--- src/rtl/pwm_ramp_ctrl.sv ---
// Soft-start/soft-stop sequencer for a PWM generator: mirrors the PWM period counter and
// walks the duty toward a configured target one step per STEP_DIV periods.
module pwm_ramp_ctrl #(
  parameter int W          = 16,
  parameter int DEF_PERIOD = 1000,
  parameter int STEP_DIV   = 1
) (
  input  logic         clk,
  input  logic         rst_n,
  input  logic         enable,
  input  logic         estop,
  input  logic         cfg_valid,
  output logic         cfg_ready,
  input  logic [W-1:0] cfg_period,
  input  logic [W-1:0] cfg_target,
  input  logic [W-1:0] cfg_step,
  output logic [W-1:0] pwm_period,
  output logic [W-1:0] pwm_duty,
  output logic         period_tick,
  output logic         busy,
  output logic         done
);

  typedef enum logic [2:0] {IDLE, RAMP, HOLD, RAMPDN, STOP} state_t;

  state_t state, state_nxt;

  logic [W-1:0] cnt, cnt_last;
  logic [W-1:0] div, div_nxt;
  logic [W-1:0] tgt, step;
  logic [W-1:0] sh_period, sh_tgt, sh_step;
  logic         pend;
  logic [W-1:0] duty_nxt;
  logic         done_nxt;
  logic [W-1:0] goal, stepped;
  logic [W-1:0] cfg_period_eff;
  logic         accept, apply, div_hit, moving;

  // Saturating step up: W+1-bit sum so a large step cannot wrap past the goal.
  function automatic logic [W-1:0] sat_up(input logic [W-1:0] cur, input logic [W-1:0] st,
                                          input logic [W-1:0] lim);
    logic [W:0] sum;
    sum = {1'b0, cur} + {1'b0, st};
    return (sum > {1'b0, lim}) ? lim : sum[W-1:0];
  endfunction

  function automatic logic [W-1:0] sat_down(input logic [W-1:0] cur, input logic [W-1:0] st,
                                            input logic [W-1:0] lim);
    return ((cur - lim) <= st) ? lim : cur - st;
  endfunction

  function automatic logic [W-1:0] step_toward(input logic [W-1:0] cur, input logic [W-1:0] st,
                                               input logic [W-1:0] lim);
    if (st == '0 || cur == lim) return lim;
    if (cur < lim) return sat_up(cur, st, lim);
    return sat_down(cur, st, lim);
  endfunction

  assign cnt_last    = (pwm_period == '0) ? '0 : pwm_period - W'(1);
  assign period_tick = (cnt == cnt_last);

  // An offer coinciding with estop is refused so nothing can become pending during a stop.
  assign cfg_ready = (state != STOP) && !estop;
  assign busy      = (state == RAMP) || (state == RAMPDN);

  assign accept         = cfg_valid && cfg_ready;
  assign apply          = period_tick && pend && (state != STOP);
  assign div_hit        = (div == W'(STEP_DIV - 1));
  assign moving         = (state == RAMP) || (state == RAMPDN);
  assign goal           = (state == RAMPDN) ? '0 : tgt;
  assign stepped        = step_toward(pwm_duty, step, goal);
  assign cfg_period_eff = (cfg_period == '0) ? W'(1) : cfg_period;

  always_ff @(posedge clk or negedge rst_n) begin
    if (!rst_n) state <= IDLE;
    else        state <= state_nxt;
  end

  always_comb begin
    state_nxt = state;
    duty_nxt  = pwm_duty;
    div_nxt   = div;
    done_nxt  = 1'b0;
    if (estop) begin
      state_nxt = STOP;
      duty_nxt  = '0;
      div_nxt   = '0;
    end else if (state == STOP) begin
      state_nxt = IDLE;
    end else if (apply) begin
      div_nxt = '0;
      if (enable)                               state_nxt = RAMP;
      else if (state == RAMP || state == HOLD)  state_nxt = RAMPDN;
    end else if (!enable && (state == RAMP || state == HOLD)) begin
      state_nxt = RAMPDN;
    end else if (enable && state == RAMPDN) begin
      state_nxt = RAMP;
    end else if (period_tick && moving) begin
      if (!div_hit) begin
        div_nxt = div + W'(1);
      end else begin
        div_nxt  = '0;
        duty_nxt = stepped;
        if (stepped == goal) begin
          if (state == RAMPDN || goal == '0) begin
            state_nxt = IDLE;
          end else begin
            state_nxt = HOLD;
            done_nxt  = 1'b1;
          end
        end
      end
    end
  end

  // Registered datapath: period counter, shadow config, applied config and duty.
  always_ff @(posedge clk or negedge rst_n) begin
    if (!rst_n) begin
      cnt        <= '0;
      div        <= '0;
      pwm_period <= W'(DEF_PERIOD);
      pwm_duty   <= '0;
      done       <= 1'b0;
      tgt        <= '0;
      step       <= '0;
      sh_period  <= '0;
      sh_tgt     <= '0;
      sh_step    <= '0;
      pend       <= 1'b0;
    end else begin
      cnt      <= period_tick ? '0 : cnt + W'(1);
      div      <= div_nxt;
      pwm_duty <= duty_nxt;
      done     <= done_nxt;
      if (apply && !estop) begin
        pwm_period <= sh_period;
        tgt        <= sh_tgt;
        step       <= sh_step;
      end
      if (accept) begin
        sh_period <= cfg_period;
        sh_tgt    <= (cfg_target > cfg_period_eff) ? cfg_period_eff : cfg_target;
        sh_step   <= cfg_step;
      end
      if (estop)       pend <= 1'b0;
      else if (accept) pend <= 1'b1;
      else if (apply)  pend <= 1'b0;
    end
  end

endmodule

--- config.mk ---
export PLATFORM = sky130hd
export DESIGN_NAME = pwm_ramp_ctrl
export DESIGN_NICKNAME = d
export VERILOG_FILES = /design/src/rtl/pwm_ramp_ctrl.sv
export SDC_FILE = /design/constraint.sdc
export NUM_CORES = 1
export LEC_CHECK = 0
export CAP_MARGIN = 20
export CORE_UTILIZATION = 35
export CTS_BUF_LIST = sky130_fd_sc_hd__clkbuf_4
export DETAILED_ROUTE_END_ITERATION = 6
export DONT_BUFFER_PORTS = 1
export PLACE_DENSITY = 0.56
export SYNTH_ARGS = -nofsm -noshare
export SYNTH_HDL_FRONTEND = slang
export SYNTH_SLANG_ARGS = --single-unit
--- constraint.sdc ---
create_clock -name clk -period 6.8 [get_ports clk]
set_input_delay 1.36 -clock clk [delete_from_list [all_inputs] [get_ports clk]]
set_output_delay 1.36 -clock clk [all_outputs]
set_load 0.02 [all_outputs]
# --- Yosys cells after proc, flatten, opt, wreduce, memory -nomap -nowiden ---
# Index checks and enable logic that the tools add are counted.
op_classes:
  mux: 51
  n_eq_ne: 15
  reduce_logical: 29
  n_lt_le_gt_ge: 4
  n_addsub: 6
ops:
  columns: ["cell", "n"]
  rows:
  - ["$mux 16", 25]
  - ["$logic_not 16->1", 5]
  - ["$eq 16x16->1", 3]
  - ["$add 16x1->16 const B", 2]
  - ["$sub 16x16->16", 2]
  - ["$mux 3", 10]
  - ["$reduce_bool 6->1", 3]
  - ["$add 16x16->17", 1]
  - ["$gt 17x16->1", 1]
  - ["$gt 16x16->1", 1]
  - ["$le 16x16->1", 1]
  - ["$lt 16x16->1", 1]
  - ["$sub 16x1->16 const B", 1]
  - ["$mux 1", 15]
  - ["$ne 3x3->1 const B", 3]
  - ["$logic_and 1x1->1", 8]
  - ["$ne 2x2->1 const B", 4]
  - ["$reduce_and 4->1", 2]
  - ["$eq 3x2->1 const B", 2]
  - ["$reduce_and 6->1", 1]
  - ["$reduce_bool 3->1", 2]
  - ["$ne 5x3->1 const B", 1]
  - ["$logic_or 1x1->1", 4]
  - ["$reduce_bool 2->1", 2]
  - ["other kinds (4)", 5]
word_totals:
  out_inout_bits: 36
  in_bits: 53
  word_cells: 117
  regBits: 149

# --- Longest topological paths before layout ---
# Gate-level depths: netlist of the first run.
logic_depth:
  word_depth: 17
  depth_mapped: 33
  mapped_depth_nobuf: 28

# --- Worst setup path before layout of the first run ---
# No wires, ideal clock.
synth_path:
  path_type: "reg2reg"
  startpoint: "reg state[0]"
  endpoint: "reg state[0]"
  arrival_time_ns: 5.949
  setup_time_ns: 0.135
  path_buffers: 4
  path_stages_with_launch: 30
  slack_ns: 0.716
  required_time_ns: 6.665
  period_less_slack_ns: 6.084
  cell_sequence: "dfrtp_1 -> buf_2 -> nor2b_1 -> buf_2 -> nand2_1 -> buf_2 -> clkbuf_1 -> nand2_1 -> ha_1 -> nor2b_1 -> o21ai_0 -> a21boi_0 -> o21ai_0 -> nand2b_1 -> a21o_1 -> a21o_1 -> a41oi_1 -> a21oi_1 -> a21oi_1 -> xnor2_1 -> ha_1 -> nand4_1 -> or4_1 -> nand2_1 -> nor2_1 -> a221o_1 -> o2111a_1 -> or4_1 -> a2111oi_1 -> nor3_1"
synth_between:
  elab_cells_between_ends: 38
  classes_between: "add/sub: 1; order compare: 3; eq/ne: 8; mux: 15; reduce/logical: 11"
synth_rtl:
  columns: ["element", "line_no", "text"]
  rows:
  - ["start, declared", "26", "state_t state, state_nxt;"]
  - ["start signal, assigned", "76", "else state <= state_nxt;"]
  - ["$eq 3x1->1 or $eq 3x2->1 (tied branches)", null, null]
  - ["$logic_or 1x1->1 (*)", null, null]
  - ["via busy", "20", "output logic busy,"]
  - ["$logic_and 1x1->1 (*)", "98", "end else if (period_tick && moving) begin"]
  - ["$reduce_bool 6->1 (no source line) (*)", null, null]
  - ["$reduce_and 4->1 (no source line) (*)", null, null]
# Mark *: on every way through the listed nets, which the timed path passes. The rest lies on a longest branch. The select of a mux whose other input is x is not followed.
# A chain may end at the register's enable or synchronous reset.

# --- Final worst setup path of the first run ---
layout_path:
  startpoint: "reg state[2]"
  endpoint: "reg state[0]"
layout_between:
  elab_chain_cells: 10
  elab_cells_between_ends: 38
  classes_between: "add/sub: 1; order compare: 3; eq/ne: 8; mux: 15; reduce/logical: 11"
layout_lines:
  columns: ["element", "line_no", "text"]
  rows:
  - ["$eq 3x2->1", "69, 70, 96", null]
  - ["$mux 16", "70", "assign goal = (state == RAMPDN) ? '0 : tgt;"]
  - ["$sub 16x16->16 (tied with other cells)", "49", "return ((cur - lim) <= st) ? lim : cur - st;"]
  - ["$le 16x16->1 (tied with other cells)", "49", null]
  - ["$mux 16 (tied with other cells)", "49", null]
  - ["$mux 16", "56", "return sat_down(cur, st, lim);"]
  - ["$mux 16", "55", "if (cur < lim) return sat_up(cur, st, lim);"]
  - ["$eq 16x16->1", "104", "if (stepped == goal) begin"]
  - ["$reduce_bool 6->1 (no source line)", null, null]
  - ["$reduce_and 4->1 (no source line)", null, null]
# Parallel ways exist; a longest one is shown, timed or not. The select of a mux whose other input is x is not followed.

==> results of run 1 <==
synth_stat cells, types with 5 or more instances:
master | instances | area share (%)
sky130_fd_sc_hd__a211oi_1 | 8 | 0.51
sky130_fd_sc_hd__a21o_1 | 13 | 0.82
sky130_fd_sc_hd__a21oi_1 | 107 | 4.5
sky130_fd_sc_hd__a221o_1 | 16 | 1.4
sky130_fd_sc_hd__a221oi_1 | 7 | 0.52
sky130_fd_sc_hd__a22o_1 | 7 | 0.52
sky130_fd_sc_hd__and2_1 | 9 | 0.48
sky130_fd_sc_hd__and3_1 | 19 | 1.0
sky130_fd_sc_hd__buf_2 | 18 | 0.76
sky130_fd_sc_hd__clkbuf_1 | 46 | 1.5
sky130_fd_sc_hd__dfrtp_1 | 143 | 30
sky130_fd_sc_hd__dfstp_2 | 6 | 1.3
sky130_fd_sc_hd__ha_1 | 99 | 10
sky130_fd_sc_hd__inv_1 | 91 | 2.9
sky130_fd_sc_hd__mux2_2 | 48 | 4.6
sky130_fd_sc_hd__mux2i_1 | 19 | 1.6
sky130_fd_sc_hd__nand2_1 | 133 | 4.2
sky130_fd_sc_hd__nand2b_1 | 16 | 0.85
sky130_fd_sc_hd__nand3_1 | 35 | 1.5
sky130_fd_sc_hd__nand4_1 | 29 | 1.5
sky130_fd_sc_hd__nor2_1 | 101 | 3.2
sky130_fd_sc_hd__nor2b_1 | 11 | 0.58
sky130_fd_sc_hd__nor3_1 | 29 | 1.2
sky130_fd_sc_hd__nor3b_1 | 5 | 0.32
sky130_fd_sc_hd__nor4_1 | 22 | 1.2
sky130_fd_sc_hd__o211ai_1 | 9 | 0.57
sky130_fd_sc_hd__o21a_1 | 9 | 0.57
sky130_fd_sc_hd__o21ai_0 | 79 | 3.3
sky130_fd_sc_hd__o21ai_1 | 11 | 0.47
sky130_fd_sc_hd__o22ai_1 | 16 | 0.85
sky130_fd_sc_hd__o32ai_1 | 6 | 0.44
sky130_fd_sc_hd__or2_2 | 7 | 0.37
sky130_fd_sc_hd__or3_1 | 5 | 0.26
sky130_fd_sc_hd__or4_1 | 11 | 0.70
sky130_fd_sc_hd__xnor2_1 | 52 | 3.8
sky130_fd_sc_hd__xor2_1 | 29 | 2.1
worst max path at each step:
stage | end | depth (start not counted) | from | slack (ns)
after floorplan | state[0]$_DFFE_PN0P_ | 29 | state[0]$_DFFE_PN0P_ | 0.72
after global placement | state[0]$_DFFE_PN0P_ | 25 | state[0]$_DFFE_PN0P_ | 0.53
after detailed placement | state[0]$_DFFE_PN0P_ | 25 | state[0]$_DFFE_PN0P_ | 0.43
after CTS | state[0]$_DFFE_PN0P_ | 25 | state[0]$_DFFE_PN0P_ | 0.36
after global routing | state[0]$_DFFE_PN0P_ | 25 | state[2]$_DFFE_PN0P_ | 0.06
final | state[0]$_DFFE_PN0P_ | 25 | state[2]$_DFFE_PN0P_ | 0.42
worst reg2reg max path, stage by stage (launching register included):
cell,delay [ns]
sky130_fd_sc_hd__dfrtp_1,0.50
sky130_fd_sc_hd__nor2b_1,0.21
sky130_fd_sc_hd__nand2_2,0.17
sky130_fd_sc_hd__and2_1,0.28
sky130_fd_sc_hd__inv_1,0.17
sky130_fd_sc_hd__ha_1,0.30
sky130_fd_sc_hd__o21ai_0,0.12
sky130_fd_sc_hd__a21boi_0,0.14
sky130_fd_sc_hd__o21ai_0,0.16
sky130_fd_sc_hd__nand2b_1,0.11
sky130_fd_sc_hd__a21o_1,0.20
sky130_fd_sc_hd__a21o_1,0.21
sky130_fd_sc_hd__a41oi_1,0.35
sky130_fd_sc_hd__a21oi_1,0.17
sky130_fd_sc_hd__a21oi_1,0.21
sky130_fd_sc_hd__xnor2_1,0.09
sky130_fd_sc_hd__ha_1,0.32
sky130_fd_sc_hd__nand4_1,0.14
sky130_fd_sc_hd__or4_1,0.54
sky130_fd_sc_hd__nand2_1,0.14
sky130_fd_sc_hd__buf_6,0.26
sky130_fd_sc_hd__o32ai_1,0.13
sky130_fd_sc_hd__o2111a_1,0.29
sky130_fd_sc_hd__or4_1,0.59
sky130_fd_sc_hd__a2111oi_1,0.35
sky130_fd_sc_hd__nor3_1,0.09
report_power, final:
| group | switching (uW) | internal [uW] |
|---|---|---|
| sequential | 274 | 1070 |
| combinational | 1740 | 1130 |
| clock | 424 | 207 |
cells by family after synthesis:
| group | Yosys count | synth area share, % |
|---|---|---|
| flip-flops | 149 | 31.58 |
| buffers and inverters | 162 | 5.457 |
| AO/OA/AOI/OAI | 363 | 20.44 |
| XOR/XNOR | 82 | 6.187 |
| adder cells (fa/ha/maj) | 102 | 10.98 |
| multiplexers | 67 | 6.176 |
| AND/OR/NAND/NOR | 452 | 19.18 |
registers in the layout, summed over array words and instances, names as in the netlist:
register,flops
done,1
state,3
pwm_duty,16
step,16
pwm_period,16
pend,1
div,16
sh_period,16
tgt,16
sh_step,16
cnt,16
sh_tgt,16
cell type report:
class / count / area, sq um / area share, %
antenna: 1 / 2.502 / 0.01999
clock buffer: 17 / 127.6 / 1.019
clock inverter: 15 / 178.9 / 1.429
inverter: 91 / 341.6 / 2.729
multi-input combinational: 1066 / 7458 / 59.58
sequential: 149 / 3736 / 29.84
tap: 442 / 553.0 / 4.418
timing repair buffer: 15 / 120.1 / 0.9595
metrics by stage:
stage	util, %	setup slack, ns	total power, uW	hold slack (ns)	area [sq um]
final	38.09	0.4237	4852	0.4173	12520
after global routing	38.09	0.05864	5218	0.3604	12520
after CTS	38.02	0.3613	4805	0.3643	12500
after detailed placement	37.09	0.4270	4154	0.4646	12190
after global placement	37.09	0.5256	4154	0.4576	12190
after floorplan	-	0.7162	3454	0.4444	11830
timing repair:
action	CTS	global route
buffers inserted	0	0
endpoints found under the hold margin	0	0
gates resized for setup	0	3
setup endpoints to repair	0	2
layer usage:
layer	part of all wire [%]	GRT usage, %	vias up
li1	-	-	4941
met1	47	29.56	4931
met2	44	31.58	296
met3	6.1	4.363	73
met4	2.9	7.180	0
met5	0	0	-
==> impl_metrics.env, run 1 <==
export IMPL_relSlewSlack_pct=30.68
export IMPL_tritoncts_num_buffers=17
export IMPL_critPathRequiredTime_ns=7.30
export IMPL_first_global_vias=9677
export IMPL_share_of_layout_cells_above_drive_strength_1_pct=9.756
export IMPL_via_count_normalized_by_instance_count=5.702
export IMPL_arrival_ns=6.88
export IMPL_synth_cell_types=88
export IMPL_synthesis_nets=1532
export IMPL_clock_sinks=149
export IMPL_placement_rows=66
export IMPL_gr_usage_all_layers_pct=20.98
export IMPL_irDropWorstVdd_mv=0.3342
export IMPL_firstDrtPassIters=5
export IMPL_timing_rr_end="state[0]$_DFFE_PN0P_"
export IMPL_report_final_hold_viol_count=0
export IMPL_grt_max_degree=150
export IMPL_port_buffers=0
export IMPL_drtAntennaViolNets=0
export IMPL_critical_path_top_delay_family="compound AO/OA/AOI/OAI gates"
export IMPL_synth_ff_latch_count=149
export IMPL_share_of_the_clock_period_used_by_the_worst_path_after_layout_pct=93.77
export IMPL_post_route_drc_count=0
export IMPL_cts_root_buf="sky130_fd_sc_hd__clkbuf_4"
export IMPL_r2r_slack_ns=0.42
export IMPL_timing_worst_setup_path_type="flip-flop to flip-flop"
export IMPL_worst_r2r_cell_count=25
export IMPL_ys_flop_type="sky130_fd_sc_hd__dfrtp_1"
export IMPL_max_root_sink_buffers=2
export IMPL_routed_via_count=10240
export IMPL_final_min_clock_period_ns=6.376
export IMPL_grt_antenna_before_repair=1
export IMPL_critPathMaxStageDelay_ns=0.59
export IMPL_fillCellCount=3406
export IMPL_cts_htree_levels=4
export IMPL_area_delta_synth_final_pct=5.806
export IMPL_power_per_cell_area_nw_per_um2=387.6
export IMPL_cts_reportedPaths_clkPinSlew_ns=0.16
export IMPL_worst_skew_pair_late_latency_ns=0.62
export IMPL_kind_of_end_point_of_the_critical_path="flip-flop"
export IMPL_grt_first_pass_wirelength_mm=55.25
export IMPL_leading_cell_type_in_the_layout_fill_and_taps_excluded="sky130_fd_sc_hd__dfrtp_1"
export IMPL_worst_path_max_fanout=31
export IMPL_wl_per_cell_microns=19.72
export IMPL_asyncSetResetFlopFracSynth_pct=100.0
export IMPL_numPlacedInstances=1762
export IMPL_cap_violations=0
export IMPL_synth_edf_count=0
export IMPL_layout_cells_non_filler=1796
export IMPL_slew_viol_final=0
export IMPL_tritoncts="built"
export IMPL_chip_height_microns=185.9
export IMPL_top_level_ports=89
export IMPL_fmaxAchievable_mhz=156.8
export IMPL_die_w_microns=185.9
export IMPL_syn_mean_instance_area_sq_um=8.592
export IMPL_run_status="finished clean"
export IMPL_synth_warnings=0
export IMPL_worst_setup_path_start_kind="flip-flop"
export IMPL_crit_reg2reg_launch="state[2]$_DFFE_PN0P_"
export IMPL_initial_core_util_pct=36.00
export IMPL_power_static_leakage_uw=0.005480
export IMPL_nets=1495
export IMPL_setup_total_negative_slack_ns=0
export IMPL_critical_path_slowest_cell="sky130_fd_sc_hd__or4_1"
export IMPL_aggregate_routed_wire_length_mm=35.41
export IMPL_netlist_area_sq_um=11830
export IMPL_critical_path_n_buffers_inverters=2
export IMPL_finalSetupViolations=0
export IMPL_drt_iter0_markers=980
export IMPL_most_common_layout_cells="sky130_fd_sc_hd__dfrtp_1 (143), sky130_fd_sc_hd__nand2_1 (130), sky130_fd_sc_hd__a21oi_1 (107), sky130_fd_sc_hd__nor2_1 (101), sky130_fd_sc_hd__ha_1 (99)"
export IMPL_finalWeightedCongestion=0.9296
export IMPL_coreArea_sq_um=32870
export IMPL_cts_hold_repair_buffers=0
export IMPL_worstHoldPathType="primary input to async pin"
export IMPL_grt_setup_unrepaired="no"
export IMPL_synth_sequential_area_ratio_pct=31.58
export IMPL_post_synth_inst_count=1377
export IMPL_die_area_sq_um=34540
export IMPL_hpwl_mm=26.71
export IMPL_worstMarginPinSlew_ns=1.040
export IMPL_grt_remaining_overflow=0
export IMPL_finalClockSkew_ns=0.02026
(Power assumes the default switching activity.)
==> run 2, diff against run 1 <==
ABC_AREA = 1   (was unset)
==> run 2 against run 1 <==
Against the previous run:
- routed wire length is 2.3% lower
- utilization up 0.099 points
- largest cell class unchanged
- combinational power is 96% lower
- sequential share of layout area grew 0.76 points
- design area decreased by 2.5%
- die area fell by 2.8%
- worst hold slack better by 0.0083 ns
- global-route usage increased by 0.35 points
- fmax up 7.2%
- first-iteration DRC count down 24%
- largest power group is now registers
==> impl_metrics.env, run 2 <==
export IMPL_most_common_layout_cells="sky130_fd_sc_hd__nand2_1 (392), sky130_fd_sc_hd__inv_1 (193), sky130_fd_sc_hd__dfrtp_1 (143), sky130_fd_sc_hd__nor2_1 (134), sky130_fd_sc_hd__nand3_1 (132)"
export IMPL_synth_edf_count=0
export IMPL_critical_path_depth=43
export IMPL_seq_power_share_pct=55.8
export IMPL_initial_core_util_pct=35.95
export IMPL_layout_cells_non_filler=2028
export IMPL_chip_height_microns=183.2
export IMPL_first_global_vias=10270
export IMPL_clock_sinks=149
export IMPL_share_of_the_clock_period_used_by_the_worst_path_after_layout_pct=87.51
export IMPL_synth_area_leader_cell="sky130_fd_sc_hd__dfrtp_1"
export IMPL_register_area_sq_um=3736
export IMPL_aggregate_routed_wire_length_mm=34.60
export IMPL_p_switching_uw=480.6
export IMPL_wl_met3_mm=2.540
export IMPL_finalSetupViolations=0
export IMPL_synth_sequential_area_ratio_pct=32.51
export IMPL_worstMarginPinSlew_ns=0.9315
export IMPL_timing_worst_setup_path_type="flip-flop to flip-flop"
export IMPL_top_level_ports=89
export IMPL_die_w_microns=183.2
export IMPL_synth_cell_types=51
export IMPL_fmaxAchievable_mhz=168.1
export IMPL_cp_dominant_cell_by_count="sky130_fd_sc_hd__nand2_1"
export IMPL_setup_total_negative_slack_ns=0
export IMPL_gr_usage_all_layers_pct=21.33
export IMPL_multi_input_comb_area_sq_um=6761
export IMPL_cap_violations=0
export IMPL_cts_root_buf="sky130_fd_sc_hd__clkbuf_4"
export IMPL_yosys_area_top_type_share_pct=31.14
export IMPL_top_signal_layer_used="met5"
export IMPL_worst_path_max_fanout=16
export IMPL_final_min_clock_period_ns=5.950
export IMPL_grt_antenna_before_repair=2
export IMPL_grt_remaining_overflow=0
export IMPL_critical_path_slowest_cell="sky130_fd_sc_hd__dfrtp_1"
export IMPL_cts_hold_repair_buffers=0
export IMPL_r2r_slack_ns=0.85
export IMPL_fillCellCount=3332
export IMPL_grt_first_pass_wirelength_mm=55.60
export IMPL_ys_flop_type="sky130_fd_sc_hd__dfrtp_1"
export IMPL_wl_met1_mm=16.11
export IMPL_leading_cell_type_in_the_layout_fill_and_taps_excluded="sky130_fd_sc_hd__nand2_1"
export IMPL_relSlewSlack_pct=37.81
export IMPL_synthMostInstantiatedCell="sky130_fd_sc_hd__nand2_1"
export IMPL_coreArea_sq_um=31960
export IMPL_kind_of_end_point_of_the_critical_path="flip-flop"
export IMPL_irDropWorstVdd_mv=0.1128
export IMPL_drtAntennaViolNets=0
export IMPL_worst_skew_pair_late_latency_ns=0.61
export IMPL_power_static_leakage_uw=0.006082
export IMPL_netlist_top_cells_area="sky130_fd_sc_hd__dfrtp_1 (31%), sky130_fd_sc_hd__nand2_1 (13%), sky130_fd_sc_hd__ha_1 (11%), sky130_fd_sc_hd__inv_1 (6.3%), sky130_fd_sc_hd__nand3_1 (5.7%)"
export IMPL_report_final_hold_viol_count=0
export IMPL_arrival_ns=6.42
export IMPL_via_count_normalized_by_instance_count=5.175
export IMPL_power_per_cell_area_nw_per_um2=141.9
export IMPL_drt_iter0_markers=747
export IMPL_synth_ff_latch_count=149
export IMPL_firstDrtPassIters=6
export IMPL_slew_viol_final=0
export IMPL_synth_warnings=0
export IMPL_post_route_drc_count=0
export IMPL_asyncSetResetFlopFracSynth_pct=100.0
export IMPL_timing_rr_end="state[2]$_DFFE_PN0P_"
export IMPL_area_delta_synth_final_pct=6.218
export IMPL_max_root_sink_buffers=2
export IMPL_cts_htree_levels=4
export IMPL_tritoncts_num_buffers=17
export IMPL_pwr_share_comb_pct=6.7
export IMPL_hpwl_mm=26.63
export IMPL_grt_setup_unrepaired="no"
export IMPL_critPathRequiredTime_ns=7.27
export IMPL_tritoncts="built"
export IMPL_crit_reg2reg_launch="state[0]$_DFFE_PN0P_"
export IMPL_synthesis_nets=1752
export IMPL_critPathMaxStageDelay_ns=0.43
export IMPL_die_area_sq_um=33560
export IMPL_nets=1734
export IMPL_sw_frac_of_total_pct=27.75
export IMPL_cts_reportedPaths_clkPinSlew_ns=0.17
export IMPL_critical_path_n_buffers_inverters=5
export IMPL_p_int_uw=1251
export IMPL_worst_setup_path_start_kind="flip-flop"
export IMPL_share_of_layout_cells_above_drive_strength_1_pct=6.219
export IMPL_placement_rows=65
export IMPL_worstHoldPathType="primary input to async pin"
export IMPL_grt_max_degree=150
export IMPL_netlist_top_cells_count="sky130_fd_sc_hd__nand2_1 (392), sky130_fd_sc_hd__inv_1 (194), sky130_fd_sc_hd__dfrtp_1 (143), sky130_fd_sc_hd__nor2_1 (134), sky130_fd_sc_hd__nand3_1 (132)"
export IMPL_critical_path_top_delay_family="simple AND/OR/NAND/NOR gates"
export IMPL_finalClockSkew_ns=0.03936
export IMPL_met2WireLength_mm=15.13
export IMPL_post_synth_inst_count=1597
export IMPL_wl_per_cell_microns=17.06
export IMPL_run_status="finished clean"
export IMPL_port_buffers=0
export IMPL_numPlacedInstances=1991
export IMPL_worst_r2r_cell_count=43
export IMPL_netlist_area_sq_um=11490
export IMPL_finalWeightedCongestion=0.9110
export IMPL_routed_via_count=10500
export IMPL_syn_mean_instance_area_sq_um=7.195
export IMPL_power_clock_fraction_pct=37.5
-- run 2: cell count changes after synthesis, moves of 19 or more --
| cell | change |
|---|---|
| sky130_fd_sc_hd__nor2_1 | +33 |
| sky130_fd_sc_hd__mux2_2 | -48 |
| sky130_fd_sc_hd__inv_1 | +103 |
| sky130_fd_sc_hd__xor2_1 | +30 |
| sky130_fd_sc_hd__mux2i_1 | -19 |
| sky130_fd_sc_hd__and3_1 | -19 |
| sky130_fd_sc_hd__o21ai_0 | +32 |
| sky130_fd_sc_hd__xnor2_1 | -46 |
| sky130_fd_sc_hd__nand2_1 | +259 |
| sky130_fd_sc_hd__a21oi_1 | -33 |
| sky130_fd_sc_hd__nand3_1 | +97 |
-- run 2: logic make-up after synthesis --
family          Yosys count  share of synthesized area (%)
flops                   149                          32.51
simple gates            755                          28.84
compound gates          276                          13.60
xor+xnor                 66                          5.096
buf+inv                 249                          8.645
fa+ha+maj               102                          11.30
-- run 2: final cells by class --
type,count,share of cell area (%)
Tap cell,435,4.459
Antenna cell,1,0.02050
Timing Repair Buffer,9,0.5536
Clock inverter,15,1.640
Inverter,203,6.274
Sequential cell,149,30.61
Multi-Input combinational cell,1199,55.40
Clock buffer,17,1.046
-- run 2: worst max-delay path by stage --
stage	from	end	slack, ns
6_report	state[0]$_DFFE_PN0P_	state[2]$_DFFE_PN0P_	0.85
4_1_cts	state[0]$_DFFE_PN0P_	state[2]$_DFFE_PN0P_	0.47
2_1_floorplan	state[0]$_DFFE_PN0P_	state[2]$_DFFE_PN0P_	1.43
5_1_grt	state[1]$_DFFE_PN0P_	state[2]$_DFFE_PN0P_	0.09
3_5_place_dp	state[0]$_DFFE_PN0P_	state[2]$_DFFE_PN0P_	0.52
3_3_place_gp	state[0]$_DFFE_PN0P_	state[2]$_DFFE_PN0P_	0.69
-- run 2: repair_timing --
item / 4_1_cts / 5_1_grt
buffers inserted: 0 / 4
setup endpoints to repair: 0 / 4
resized for setup: 0 / 2
-- run 2: per-stage QoR --
step | hold slack, ns | util, % | setup slack (ns) | area [sq um] | power [uW]
after floorplan | 0.4422 | - | 1.428 | 11490 | 1069
after global placement | 0.4578 | 37.05 | 0.6889 | 11840 | 1098
after detailed placement | 0.4570 | 37.05 | 0.5225 | 11840 | 1101
after CTS | 0.3803 | 38.07 | 0.4726 | 12170 | 1755
after global routing | 0.3665 | 38.19 | 0.08704 | 12210 | 1814
final | 0.4257 | 38.19 | 0.8496 | 12210 | 1732
-- run 2: per-layer routing --
| layer | track usage, % | vias up |
|---|---|---|
| met1 | 28.79 | 4902 |
| met5 | 0 | - |
| li1 | - | 5224 |
| met4 | 6.800 | 2 |
| met3 | 5.560 | 58 |
| met2 | 33.14 | 309 |
-- run 2: power groups by stage --
stage	sequential, uW	combinational, uW	clock (uW)
final	966	117	649
after CTS	966	118	671
after detailed placement	984	117	0
after global placement	983	114	0
after global routing	973	137	705
after floorplan	978	90.8	0
-- run 2: worst reg2reg max path: cells and delay by family (launching register included) --
kind                     cells  cell delay (ns)
buffers and inverters        5             0.72
AND/OR/NAND/NOR             27             2.43
adder cells (fa/ha/maj)      2             0.69
XOR/XNOR                     1             0.13
flip-flops                   1             0.43
AO/OA/AOI/OAI                8             1.41
==> run 3, diff against run 2 <==
clock period = 5.8 ns   (was 6.8 ns; I/O delays follow)
==> run 3 against run 2 <==
Against the previous run:
- utilization increased by 1.0 points
- sequential share of layout area decreased by 0.82 points
- sequential power grew 18%
- worst setup slack got worse by 0.43 ns
- via count grew 0.94%
- sequential cell count unchanged
- cell count rose by 1.1%
- clock power grew 19%
- fmax is 11% higher
- power is 18% higher
- critical path type unchanged
==> impl_metrics.env, run 3 (synthesized netlist as in run 2, its figures left out) <==
export IMPL_kind_of_end_point_of_the_critical_path="flip-flop"
export IMPL_p_int_uw=1476
export IMPL_grt_max_degree=150
export IMPL_critPathMaxStageDelay_ns=0.44
export IMPL_p_switching_uw=568.5
export IMPL_critical_path_slowest_cell="sky130_fd_sc_hd__dfrtp_1"
export IMPL_tritoncts_num_buffers=17
export IMPL_final_critical_path_setup_slack_ns=0.4156
export IMPL_irDropWorstVdd_mv=0.1060
export IMPL_power_per_cell_area_nw_per_um2=163.1
export IMPL_power_clock_fraction_pct=37.8
export IMPL_seq_power_share_pct=55.5
export IMPL_pwr_share_comb_pct=6.7
export IMPL_worstHoldPathType="primary input to async pin"
export IMPL_finalSetupViolations=0
export IMPL_placement_rows=65
export IMPL_register_area_sq_um=3736
export IMPL_report_power_total_uw=2045
export IMPL_max_root_sink_buffers=2
export IMPL_multi_input_comb_area_sq_um=6910
export IMPL_fillCellCount=3367
export IMPL_finalClockSkew_ns=0.02299
export IMPL_report_final_hold_viol_count=0
export IMPL_dp_worst_setup_slack_ns=0.2203
export IMPL_grt_remaining_overflow=0
export IMPL_most_common_layout_cells="sky130_fd_sc_hd__nand2_1 (381), sky130_fd_sc_hd__inv_1 (193), sky130_fd_sc_hd__dfrtp_1 (143), sky130_fd_sc_hd__nor2_1 (133), sky130_fd_sc_hd__nand3_1 (132)"
export IMPL_run_status="finished clean"
export IMPL_final_min_clock_period_ns=5.384
export IMPL_final_cell_area_sq_um=12540
export IMPL_firstDrtPassIters=6
export IMPL_worst_path_max_fanout=14
export IMPL_aggregate_routed_wire_length_mm=35.18
export IMPL_cp_dominant_cell_by_count="sky130_fd_sc_hd__nand2_1"
export IMPL_gr_usage_all_layers_pct=21.38
export IMPL_arrival_ns=5.84
export IMPL_drtAntennaViolNets=0
export IMPL_cts_htree_levels=4
export IMPL_wl_per_cell_microns=17.16
export IMPL_grt_antenna_before_repair=2
export IMPL_cap_violations=0
export IMPL_leading_cell_type_in_the_layout_fill_and_taps_excluded="sky130_fd_sc_hd__nand2_1"
export IMPL_port_buffers=0
export IMPL_grt_first_pass_wirelength_mm=55.70
export IMPL_clock_sinks=149
export IMPL_tritoncts="built"
export IMPL_nets=1755
export IMPL_worstMarginPinSlew_ns=0.9094
export IMPL_initial_core_util_pct=35.95
export IMPL_relSlewSlack_pct=39.31
export IMPL_cts_reportedPaths_clkPinSlew_ns=0.15
export IMPL_coreArea_sq_um=31960
export IMPL_timing_worst_setup_path_type="flip-flop to flip-flop"
export IMPL_cts_root_buf="sky130_fd_sc_hd__clkbuf_4"
export IMPL_worst_setup_path_start_kind="flip-flop"
export IMPL_area_delta_synth_final_pct=9.124
export IMPL_share_of_layout_cells_above_drive_strength_1_pct=8.989
export IMPL_via_count_normalized_by_instance_count=5.168
export IMPL_fmaxAchievable_mhz=185.7
export IMPL_first_global_vias=10300
export IMPL_routed_via_count=10590
export IMPL_hpwl_mm=27.18
export IMPL_critPathRequiredTime_ns=6.26
export IMPL_die_area_sq_um=33560
export IMPL_slew_viol_final=0
export IMPL_sw_frac_of_total_pct=27.80
export IMPL_post_route_drc_count=0
export IMPL_chip_height_microns=183.2
export IMPL_share_of_the_clock_period_used_by_the_worst_path_after_layout_pct=92.83
export IMPL_drt_iter0_markers=860
export IMPL_power_static_leakage_uw=0.006207
export IMPL_finalWeightedCongestion=0.9100
export IMPL_post_place_cell_area_sq_um=11990
export IMPL_top_level_ports=89
export IMPL_die_w_microns=183.2
export IMPL_worst_skew_pair_late_latency_ns=0.58
-- run 3: cell types whose count changed in the layout (fill, tap and decap cells not counted), sizes merged --
cell / delta
buf: +21
inv: +4
clkinv: -2
clkinvlp: -2
diode: +1
-- run 3: power groups by stage --
stage / clock, uW / combinational, uW / sequential (uW)
3_5_place_dp: 0 / 137 / 1160
5_1_grt: 827 / 161 / 1140
4_1_cts: 793 / 138 / 1140
3_3_place_gp: 0 / 133 / 1150
6_report: 773 / 136 / 1140
2_1_floorplan: 0 / 106 / 1150
-- run 3: path summary, 6_finish.rpt --
check	startpoint	to	slack (ns)	cells past startpoint
min	rst_n	div[6]$_DFFE_PN0P_	0.25	0
max reg2reg	state[0]$_DFFE_PN0P_	state[2]$_DFFE_PN0P_	0.42	43
max in group asynchronous	rst_n	pwm_duty[4]$_DFFE_PN0P_	5.25	0
max	state[0]$_DFFE_PN0P_	state[2]$_DFFE_PN0P_	0.42	43
min in group clk	sh_period[10]$_DFFE_PN0P_	pwm_period[10]$_DFFE_PN0P_	0.49	2
min reg2reg	sh_period[10]$_DFFE_PN0P_	pwm_period[10]$_DFFE_PN0P_	0.49	2
-- run 3: what timing repair did --
action	CTS	global route
gates resized for setup	0	38
setup buffers	0	5
endpoints found under the setup margin	0	4
endpoints found under the hold margin	0	0
hold buffers	0	0
-- run 3: metrics by stage --
| stage | utilization (%) | setup TNS (ns) | hold slack (ns) | std cells |
|---|---|---|---|---|
| global placement | 37.52 | 0 | 0.4583 | 2011 |
| CTS | 38.58 | 0 | 0.1966 | 2043 |
| floorplan | - | 0 | 0.4422 | 1597 |
| finish | 39.23 | 0 | 0.2503 | 2050 |
| global route | 39.23 | -0.2045 | 0.1953 | 2050 |
| detailed placement | 37.52 | 0 | 0.4644 | 2011 |
-- run 3: routing by layer --
| layer | GRT usage (%) | vias up | routed length (microns) |
|---|---|---|---|
| met3 | 4.944 | 51 | 2681 |
| met2 | 33.52 | 301 | 15640 |
| met1 | 29.28 | 4974 | 16250 |
| met4 | 6.033 | 2 | 591 |
| li1 | - | 5266 | - |
| met5 | 0 | - | 13 |
-- run 3: final cells by class --
class | count | share of cell area (%)
flip-flops and latches | 149 | 29.79
diodes | 2 | 0.03991
multi-input cells | 1199 | 55.11
clock buffers | 17 | 1.018
clock inverters | 15 | 1.686
repair buffers | 30 | 1.896
well taps | 435 | 4.340
inverters | 203 | 6.117
-- run 3: worst max-delay path: cells and delay by family, from the launching register on --
family          cells  cell delay (ns)
flops               1             0.44
fa+ha+maj           2             0.49
xor+xnor            1             0.14
simple gates       26             2.34
buf+inv             4             0.49
compound gates     10             1.36
